File: config.mk
export PLATFORM = sky130hd
export DESIGN_NAME = fp_mul_stream
export DESIGN_NICKNAME = d
export VERILOG_FILES = /design/src/rtl/fp_mul_stream.sv
export SDC_FILE = /design/constraint.sdc
export NUM_CORES = 2
export LEC_CHECK = 0
export ABC_AREA = 1
export CAP_MARGIN = 40
export CORE_MARGIN = 3
export CORE_UTILIZATION = 53
export DETAILED_ROUTE_END_ITERATION = 16
export DONT_BUFFER_PORTS = 1
export PLACE_DENSITY_LB_ADDON = 0.3
export RECOVER_POWER = 50
export SLEW_MARGIN = 20
export SYNTH_ARGS = -nofsm -noshare
export SYNTH_HDL_FRONTEND = slang
export SYNTH_SLANG_ARGS = --single-unit
File: constraint.sdc
create_clock -name clk -period 13 [get_ports clk]
set_input_delay 1.95 -clock clk [delete_from_list [all_inputs] [get_ports clk]]
set_output_delay 1.95 -clock clk [all_outputs]
set_load 0.03 [all_outputs]
File: src/rtl/fp_mul_stream.sv
// fp_mul_stream: valid/ready streaming wrapper with tag and output FIFO around the FPmul core.
// Optional statistics counters are compiled in with `define FP_MUL_STREAM_STATS_EN.
`default_nettype none

// FPmul: single-precision multiplier, round-to-nearest-even, subnormals flushed to zero.
// Result for operands sampled at edge k is on FP_Z after edge k+LAT-1; no reset, no stall.
module FPmul #(
   parameter int LAT = 2
) (
   input  logic        clk,
   input  logic [31:0] FP_A,
   input  logic [31:0] FP_B,
   output logic [31:0] FP_Z
);
   logic [31:0] a_q, b_q, z;
   logic        sa, sb, sz, a_nan, b_nan, a_inf, b_inf, a_zero, b_zero;
   logic [7:0]  ea, eb;
   logic [22:0] ma, mb, mant;
   logic [47:0] prod;
   logic        guard, sticky, inc;
   logic [24:0] rnd;
   logic [9:0]  esum;

   always_ff @(posedge clk) begin
      a_q <= FP_A;
      b_q <= FP_B;
   end

   always_comb begin
      {sa, ea, ma} = a_q;
      {sb, eb, mb} = b_q;
      sz     = sa ^ sb;
      a_nan  = (ea == 8'hFF) && (ma != 23'd0);
      b_nan  = (eb == 8'hFF) && (mb != 23'd0);
      a_inf  = (ea == 8'hFF) && (ma == 23'd0);
      b_inf  = (eb == 8'hFF) && (mb == 23'd0);
      a_zero = (ea == 8'h00);
      b_zero = (eb == 8'h00);
      prod   = {1'b1, ma} * {1'b1, mb};
      if (prod[47]) begin
         mant   = prod[46:24];
         guard  = prod[23];
         sticky = |prod[22:0];
      end else begin
         mant   = prod[45:23];
         guard  = prod[22];
         sticky = |prod[21:0];
      end
      inc  = guard && (sticky || mant[0]);
      rnd  = {2'b01, mant} + {24'd0, inc};
      // Biased sum still carries one extra bias of 127; range checks are done before removing it.
      esum = {2'b00, ea} + {2'b00, eb} + {9'd0, prod[47]} + {9'd0, rnd[24]};
      if (a_nan || b_nan || (a_inf && b_zero) || (b_inf && a_zero))
         z = 32'h7FC0_0000;
      else if (a_inf || b_inf || (esum >= 10'd382))
         z = {sz, 8'hFF, 23'd0};
      else if (a_zero || b_zero || (esum <= 10'd127))
         z = {sz, 31'd0};
      else
         z = {sz, esum[7:0] - 8'd127, rnd[22:0]};
   end

   generate
      if (LAT == 1) begin : g_lat1
         assign FP_Z = z;
      end else begin : g_pipe
         logic [31:0] z_q [LAT-1];
         always_ff @(posedge clk) begin
            z_q[0] <= z;
            for (int i = 1; i < LAT - 1; i++) z_q[i] <= z_q[i-1];
         end
         assign FP_Z = z_q[LAT-2];
      end
   endgenerate
endmodule

module fp_mul_stream #(
   parameter int LAT        = 2,
   parameter int FIFO_DEPTH = 4,
   parameter int TAG_W      = 4
) (
   input  logic             clk,
   input  logic             rst,
   input  logic             flush,
   input  logic             in_valid,
   output logic             in_ready,
   input  logic [31:0]      in_a,
   input  logic [31:0]      in_b,
   input  logic [TAG_W-1:0] in_tag,
   output logic             out_valid,
   input  logic             out_ready,
   output logic [31:0]      out_data,
   output logic [TAG_W-1:0] out_tag,
   output logic             busy
`ifdef FP_MUL_STREAM_STATS_EN
   ,
   output logic [31:0]      stat_issued,
   output logic [31:0]      stat_done,
   output logic [31:0]      stat_stall
`endif
);
   localparam int CW = $clog2(FIFO_DEPTH + 1);
   localparam int PW = (FIFO_DEPTH > 1) ? $clog2(FIFO_DEPTH) : 1;
   localparam int EW = 32 + TAG_W;

   typedef enum logic [0:0] {
      S_IDLE = 1'b0,
      S_RUN  = 1'b1
   } state_t;

   state_t            state_q;
   logic [LAT-1:0]    vsr_q, vsr_d;
   logic [TAG_W-1:0]  tag_q [LAT];
   logic [CW-1:0]     pending_q, pending_d, cnt_q, cnt_d;
   logic [PW-1:0]     wr_ptr_q, wr_ptr_d, rd_ptr_q, rd_ptr_d;
   logic [EW-1:0]     mem_q [FIFO_DEPTH];
   logic [EW-1:0]     head;
   logic [31:0]       core_z;
   logic              acc, pop, fifo_wr, flush_run;

   function automatic logic [PW-1:0] ptr_inc(input logic [PW-1:0] p);
      return (p == PW'(FIFO_DEPTH - 1)) ? '0 : p + PW'(1);
   endfunction

   FPmul #(.LAT(LAT)) u_core (
      .clk  (clk),
      .FP_A (in_a),
      .FP_B (in_b),
      .FP_Z (core_z)
   );

   assign in_ready  = (state_q == S_RUN) && (pending_q < CW'(FIFO_DEPTH));
   assign out_valid = (cnt_q != '0);
   assign busy      = (pending_q != '0);
   assign head      = mem_q[rd_ptr_q];
   assign out_data  = out_valid ? head[EW-1:TAG_W] : 32'd0;
   assign out_tag   = out_valid ? head[TAG_W-1:0]  : '0;

   assign acc       = in_valid && in_ready;
   assign pop       = out_valid && out_ready;
   assign fifo_wr   = vsr_q[LAT-1];
   assign flush_run = flush && (state_q == S_RUN);

   always_comb begin
      vsr_d     = (vsr_q << 1) | LAT'(acc);
      pending_d = pending_q;
      cnt_d     = cnt_q;
      wr_ptr_d  = fifo_wr ? ptr_inc(wr_ptr_q) : wr_ptr_q;
      rd_ptr_d  = pop ? ptr_inc(rd_ptr_q) : rd_ptr_q;
      if (acc && !pop)      pending_d = pending_q + CW'(1);
      else if (!acc && pop) pending_d = pending_q - CW'(1);
      if (fifo_wr && !pop)      cnt_d = cnt_q + CW'(1);
      else if (!fifo_wr && pop) cnt_d = cnt_q - CW'(1);
      // Flush drops everything, including a same-edge accept or core write-back.
      if (flush_run) begin
         vsr_d     = '0;
         pending_d = '0;
         cnt_d     = '0;
         wr_ptr_d  = '0;
         rd_ptr_d  = '0;
      end
   end

   always_ff @(posedge clk or negedge rst) begin
      if (!rst) begin
         state_q   <= S_IDLE;
         vsr_q     <= '0;
         pending_q <= '0;
         cnt_q     <= '0;
         wr_ptr_q  <= '0;
         rd_ptr_q  <= '0;
      end else begin
         state_q   <= S_RUN;
         vsr_q     <= vsr_d;
         pending_q <= pending_d;
         cnt_q     <= cnt_d;
         wr_ptr_q  <= wr_ptr_d;
         rd_ptr_q  <= rd_ptr_d;
      end
   end

   always_ff @(posedge clk or negedge rst) begin
      if (!rst) begin
         for (int i = 0; i < LAT; i++) tag_q[i] <= '0;
      end else begin
         tag_q[0] <= in_tag;
         for (int i = 1; i < LAT; i++) tag_q[i] <= tag_q[i-1];
      end
   end

   // Storage needs no reset: the read side is gated by the count.
   always_ff @(posedge clk) begin
      if (fifo_wr) mem_q[wr_ptr_q] <= {core_z, tag_q[LAT-1]};
   end

`ifdef FP_MUL_STREAM_STATS_EN
   logic [31:0] issued_q, done_q, stall_q;

   always_ff @(posedge clk or negedge rst) begin
      if (!rst) begin
         issued_q <= '0;
         done_q   <= '0;
         stall_q  <= '0;
      end else if (flush_run) begin
         issued_q <= '0;
         done_q   <= '0;
         stall_q  <= '0;
      end else begin
         if (acc && (issued_q != 32'hFFFF_FFFF))                      issued_q <= issued_q + 32'd1;
         if (pop && (done_q != 32'hFFFF_FFFF))                        done_q   <= done_q + 32'd1;
         if (out_valid && !out_ready && (stall_q != 32'hFFFF_FFFF))   stall_q  <= stall_q + 32'd1;
      end
   end

   assign stat_issued = issued_q;
   assign stat_done   = done_q;
   assign stat_stall  = stall_q;
`endif

`ifndef SYNTHESIS
   a_no_overflow : assert property (@(posedge clk) disable iff (!rst)
      !(fifo_wr && (cnt_q == CW'(FIFO_DEPTH)) && !pop))
      else $error("fp_mul_stream: result FIFO written while full");
`endif
endmodule

`default_nettype wire

# Word-level counts from Yosys, hierarchy flattened
# Memory sizes are Yosys's and may differ from the RTL's.
# Index checks and enable logic that the tools add are counted.
# classes
n_addsub	11
n_mul	1
magnitude_cmp	3
eq_ne	4
n_mux	23
bitwise	2
reduce_logical	40
# ops
cell	n
$mux 32	2
$mux 31	2
$mul 24x24->48	1
$logic_not 23->1	2
$reduce_bool 23->1	2
$add 24x1->25	1
$mux 23	1
$reduce_or 23->1	1
$reduce_or 22->1	1
$add 10x1->10	2
$mux 3	6
$eq 8x8->1 const B	2
$logic_not 8->1	2
$logic_and 1x1->1	15
$mux 2	7
$reduce_bool 3->1	4
$ge 10x9->1 const B	1
$le 10x7->1 const B	1
$add 8x8->9	1
$logic_or 1x1->1	8
$sub 8x7->8 const B	1
$add 3x1->3 const B	2
$sub 3x1->3 const B	2
$add 2x1->2 const B	2
other kinds (8)	15
# word_totals
register_bits	85
mem_bits_rw	176
in_bits	73
output_inout_bits	39
word_cells	96
memories	2
# memory_table
memory	depth	word_bits	rd	rd_clocked_by_memory_dff	wr	line_no	rtl
mem_q	4	36	1	0	1	116	logic [EW-1:0] mem_q [FIFO_DEPTH];
u_core.g_pipe.z_q	1	32	1	0	1	67	logic [31:0] z_q [LAT-1];

# Longest topological paths before layout
# logic_depth
depth_word	12
depth_mapped	59

# Hierarchy
# A second synthesis with hierarchy kept.
# hier_totals
hier_cells	3902
area_unflattened_um2	31192.4
# modules_own_cells
module	instances	cells_each	area_each_um2	seq_area_each_um2
FPmul	1	3375	24613.6	1921.8
fp_mul_stream	1	527	6578.8	4849.7

# Worst setup path before layout
# No wires, ideal clock.
# synth_path
path_type	register to register
start	register u_core.b_q[3]
end	memory u_core.g_pipe.z_q[0][13]
setup_time_ns	0.122
t_arrival_ns	9.003
path_slack_ns	3.876
path_stages_with_launch	54
n_path_buf	4
period_less_slack_ns	9.124
cell_sequence	dfxtp_1 clkbuf_1 clkbuf_1 nand2_1 fa_1 inv_1 fa_1 inv_1 fa_1 inv_1 fa_1 inv_1 fa_1 inv_1 fa_1 inv_1 fa_1 inv_1 (+18 left out) nor2_8 nand2_1 nor3_1 nand3_1 fa_1 inv_1 nand3_1 or2_1 nor2_2 nand2_1 nor2_2 xor2_1 nand3b_1 nand3_2 nor2_8 inv_2 buf_6 a21oi_1
# synth_via
elab_chain_cells	12
# synth_lines
element	line_no	rtl
from (decl)	15	logic [31:0] a_q, b_q, z;
from (signal assigned)	26	b_q <= FP_B;
$mul 24x24->48	39	prod = {1'b1, ma} * {1'b1, mb};
$reduce_or 23->1 or $reduce_or 22->1 (tied branches)	43, 47	
$mux 1	40	if (prod[47]) begin
$logic_or 1x1->1	49	inc = guard && (sticky || mant[0]);
$logic_and 1x1->1	49	
$add 24x1->25	50	rnd = {2'b01, mant} + {24'd0, inc};
$add 10x1->10	52	esum = {2'b00, ea} + {2'b00, eb} + {9'd0, prod[47]} + {9'd0, rnd[24]};
$le 10x7->1	57	else if (a_zero || b_zero || (esum <= 10'd127))
$logic_or 1x1->1	57	
$mux 31	57	
$mux 31	55	else if (a_inf || b_inf || (esum >= 10'd382))
$mux 32 *	53	if (a_nan || b_nan || (a_inf && b_zero) || (b_inf && a_zero))
to (decl)	67	
# Mark *: on every way between the ends. The rest lies on a longest branch, timed or not.

# Final worst setup path
# layout_path
start	register u_core.a_q[13]
end	memory u_core.g_pipe.z_q[0][4]
# layout_via
elab_chain_cells	12
# layout_lines
element	line_no	rtl
from (decl)	15	
from (signal assigned)	25	a_q <= FP_A;
$mul 24x24->48	39	
$reduce_or 23->1 or $reduce_or 22->1 (tied branches)	43, 47	
$mux 1	40	
$logic_or 1x1->1	49	
$logic_and 1x1->1	49	
$add 24x1->25	50	
$add 10x1->10	52	
$le 10x7->1	57	
$logic_or 1x1->1	57	
$mux 31	57	
$mux 31	55	
$mux 32 *	53	
# Marked as above.

==> impl_metrics.csv <==
group,metric,value,unit
sta,rsz0062_at_grt,"no",
grt,antenna_found_initial,5,
setup_path,end_kind,"flop",
setup_path,slowest_stage,"dfxtp_1",
setup_path,critPathLaunchType,"flop",
detailed_routing,wl_per_cell,16.5,um
setup_path,crit_arrival,10.96,ns
synthesis,synth_nets,4689,
synthesis,synth_mux_area_share,0,%
placement,gp_congestion,0.987,
sta,fin_crit_sh,80.5,%
floorplanning,die_area,62100,sq um
layout,post-route-util,57.2,%
synthesis,synth-simple-area-share,20.4,%
setup_path,critPathLaunch,"u_core.a_q[13]",
detailed_routing,dr_total_vias,23698,
setup_path,cp_common_cell,"inv_1",
clock_network,postCtsSetupRepairBufs,0,
sta,hold_violations,0,
synthesis,synth_top_family_by_area,"adder cells",
setup_path,r2r_start,"u_core.a_q[13]",
detailed_routing,drt_wl_total,77100,um
layout,fillCellCount,5286,
setup_path,worstSetupPathType,"reg -> reg",
synthesis,yosys_warnings,0,
clock_network,clock_path_buffers,3,
grt,first_global_vias,24707,
sta,fmax,95.6,MHz
clock_network,cts_tree,"built",
floorplanning,rows,88,
synthesis,synth_enable_flop_cells,144,
status,status,"finished, final reports clean",
detailed_routing,vias_per_cell,5.06,
layout,final_cell_mix,"1057 x inv_1, 1054 x nand2_1, 486 x fa_1",
layout,syn_to_final_growth,6.12,%
sta,min_period,10.47,ns
synthesis,synth_adder_area_share,38.6,%
placement,portBuffers,0,
grt,grt_pass1_wl,128000,um
detailed_routing,drtPass1Iterations,6,
synthesis,ys_ff_latch,261,
clock_network,cts_resized,0,
floorplanning,core_area,58100,sq um
layout,layout-drive-gt1-share,5.14,%
layout,multi_input_area,20000,sq um
layout,layout_commonest_cell,"inv_1",
sta,slew_violations,0,
layout,nets,4637,
sta,relSlewSlack,45.0,%
clock_network,ctsHtreeMaxLevel,1,
synthesis,synthXorXnorAreaFrac,1.17,%
synthesis,synth_top_area_share,31.1,%
clock_network,clk_pin_slew,0.06,ns
synthesis,synth_cell_type_count,54,
placement,dp_hpwl,58900,um
detailed_routing,antenna_left,0,
synthesis,syn_avg_cell_area,7.95,sq um
synthesis,synthFlopType,"edfxtp_1",
setup_path,path_max_fanout,31,
flow_run,maxCapViolCount,0,
floorplanning,start_util,53.9,%
hold_path,hold_class,"reg -> reg",
layout,seqCellArea,6770,sq um
setup_path,max_stage_delay,0.82,ns
floorplanning,dieHeight,249,um
synthesis,synthTopCellsByArea,"fa_1 31%, edfxtp_1 14%, inv_1 13%",
clock_network,cts.sinks,261,
synthesis,async_flop_share,8.05,%
setup_path,crit_buf_inv,12,
floorplanning,io-pin-count,112,
sta,fin_setup_tns,0,ns
synthesis,synth_top_area_cell,"fa_1",
synthesis,synth-compound-area-share,3.49,%
sta,setup_viol,0,
sta,tightest_slew,0.827,ns
setup_path,critical-path-top-delay-family,"adder cells",
synthesis,synth_area,31300,sq um
grt,track_usage,25.7,%
clock_network,clock_latency,0.60,ns
floorplanning,chipWidth,249,um
grt,grt_overflow,0,
synthesis,yosysSeqAreaShare,21.6,%
hold_path,hp-start,"tag_q[7]",
clock_network,cts_root_buffer,"clkbuf_16",
detailed_routing,drc,0,
grt,grt_max_degree,76,
sta,fin_worst_skew,0.0276,ns
clock_network,cts_hold_buf,0,
setup_path,critical_path_required,13.50,ns
synthesis,synthCells,3940,
detailed_routing,drt_iter0_drc,1583,
clock_network,cts_buffers,29,
==> kinds of logic after synthesis <==
kind of cell             count (synthesis)
other                                    1
AND/OR/NAND/NOR                       1548
AO/OA/AOI/OAI                          203
adder cells (fa/ha/maj)                676
buffers and inverters                 1210
XOR/XNOR                                41
flip-flops                             261
==> synth_stat cells, types with 12 or more instances <==
cell type / instances
xor2_1: 25
clkbuf_1: 124
fa_1: 486
nor3_1: 15
nand2_2: 32
nor2_2: 12
edfxtp_1: 144
nor4_1: 17
nand3_1: 78
a21oi_1: 80
dfrtp_1: 21
dfxtp_1: 96
nor2_1: 280
inv_2: 12
inv_1: 1057
o21ai_0: 95
nand2_1: 1054
xnor2_1: 15
ha_1: 190
nand4_1: 17
==> final timing paths <==
kind	to	slack (ns)	depth (start not counted)
setup / recovery	u_core.g_pipe.z_q[0][4]	2.53	50
hold / removal	tag_q[3]	0.35	0
setup reg to reg	u_core.g_pipe.z_q[0][4]	2.53	50
hold reg to reg	tag_q[3]	0.35	0
max in group asynchronous	tag_q[6]	11.85	0
min in group asynchronous	cnt_q[1]	1.07	0
==> metrics by stage <==
stage | cells | setup WS (ns) | hold slack, ns | cell area [sq um]
floorplan | 3940 | 3.88 | 0.331 | 31300
finish | 4680 | 2.53 | 0.351 | 33200
global route | 4679 | 1.73 | 0.366 | 33200
detailed placement | 4620 | 2.64 | 0.336 | 32200
CTS | 4674 | 2.59 | 0.351 | 33200
global placement | 4614 | 2.79 | 0.333 | 32100
==> routing by layer <==
metal  share of wire (%)  up-vias  global-route usage (%)
met5               0.014        -                       0
met4                 3.9        2                    9.17
met3                 6.4      180                    3.07
met2                  48      803                    43.9
met1                  41    11404                    33.9
li1                    -    11309                       -
==> sequential cells by signal (all words and copies together), names as in the netlist <==
name / count
mem_q: 144
pending_q: 3
vsr_q: 2
tag_q: 8
wr_ptr_q: 2
u_core.g_pipe.z_q: 32
u_core.b_q: 32
state_q: 1
cnt_q: 3
u_core.a_q: 32
rd_ptr_q: 2
==> final cells by class <==
type	instances	share of cell area (%)
Multi-Input combinational cell	2469	60.0
Clock buffer	36	2.38
Timing Repair Buffer	56	1.54
Antenna cell	4	0.0301
Tap cell	765	2.88
Clock inverter	18	0.689
Inverter	1071	12.1
Sequential cell	261	20.4
Power is left out: the tool's default activity adds up to more than one toggle a clock period on the data nets, which glitch-free logic cannot reach.
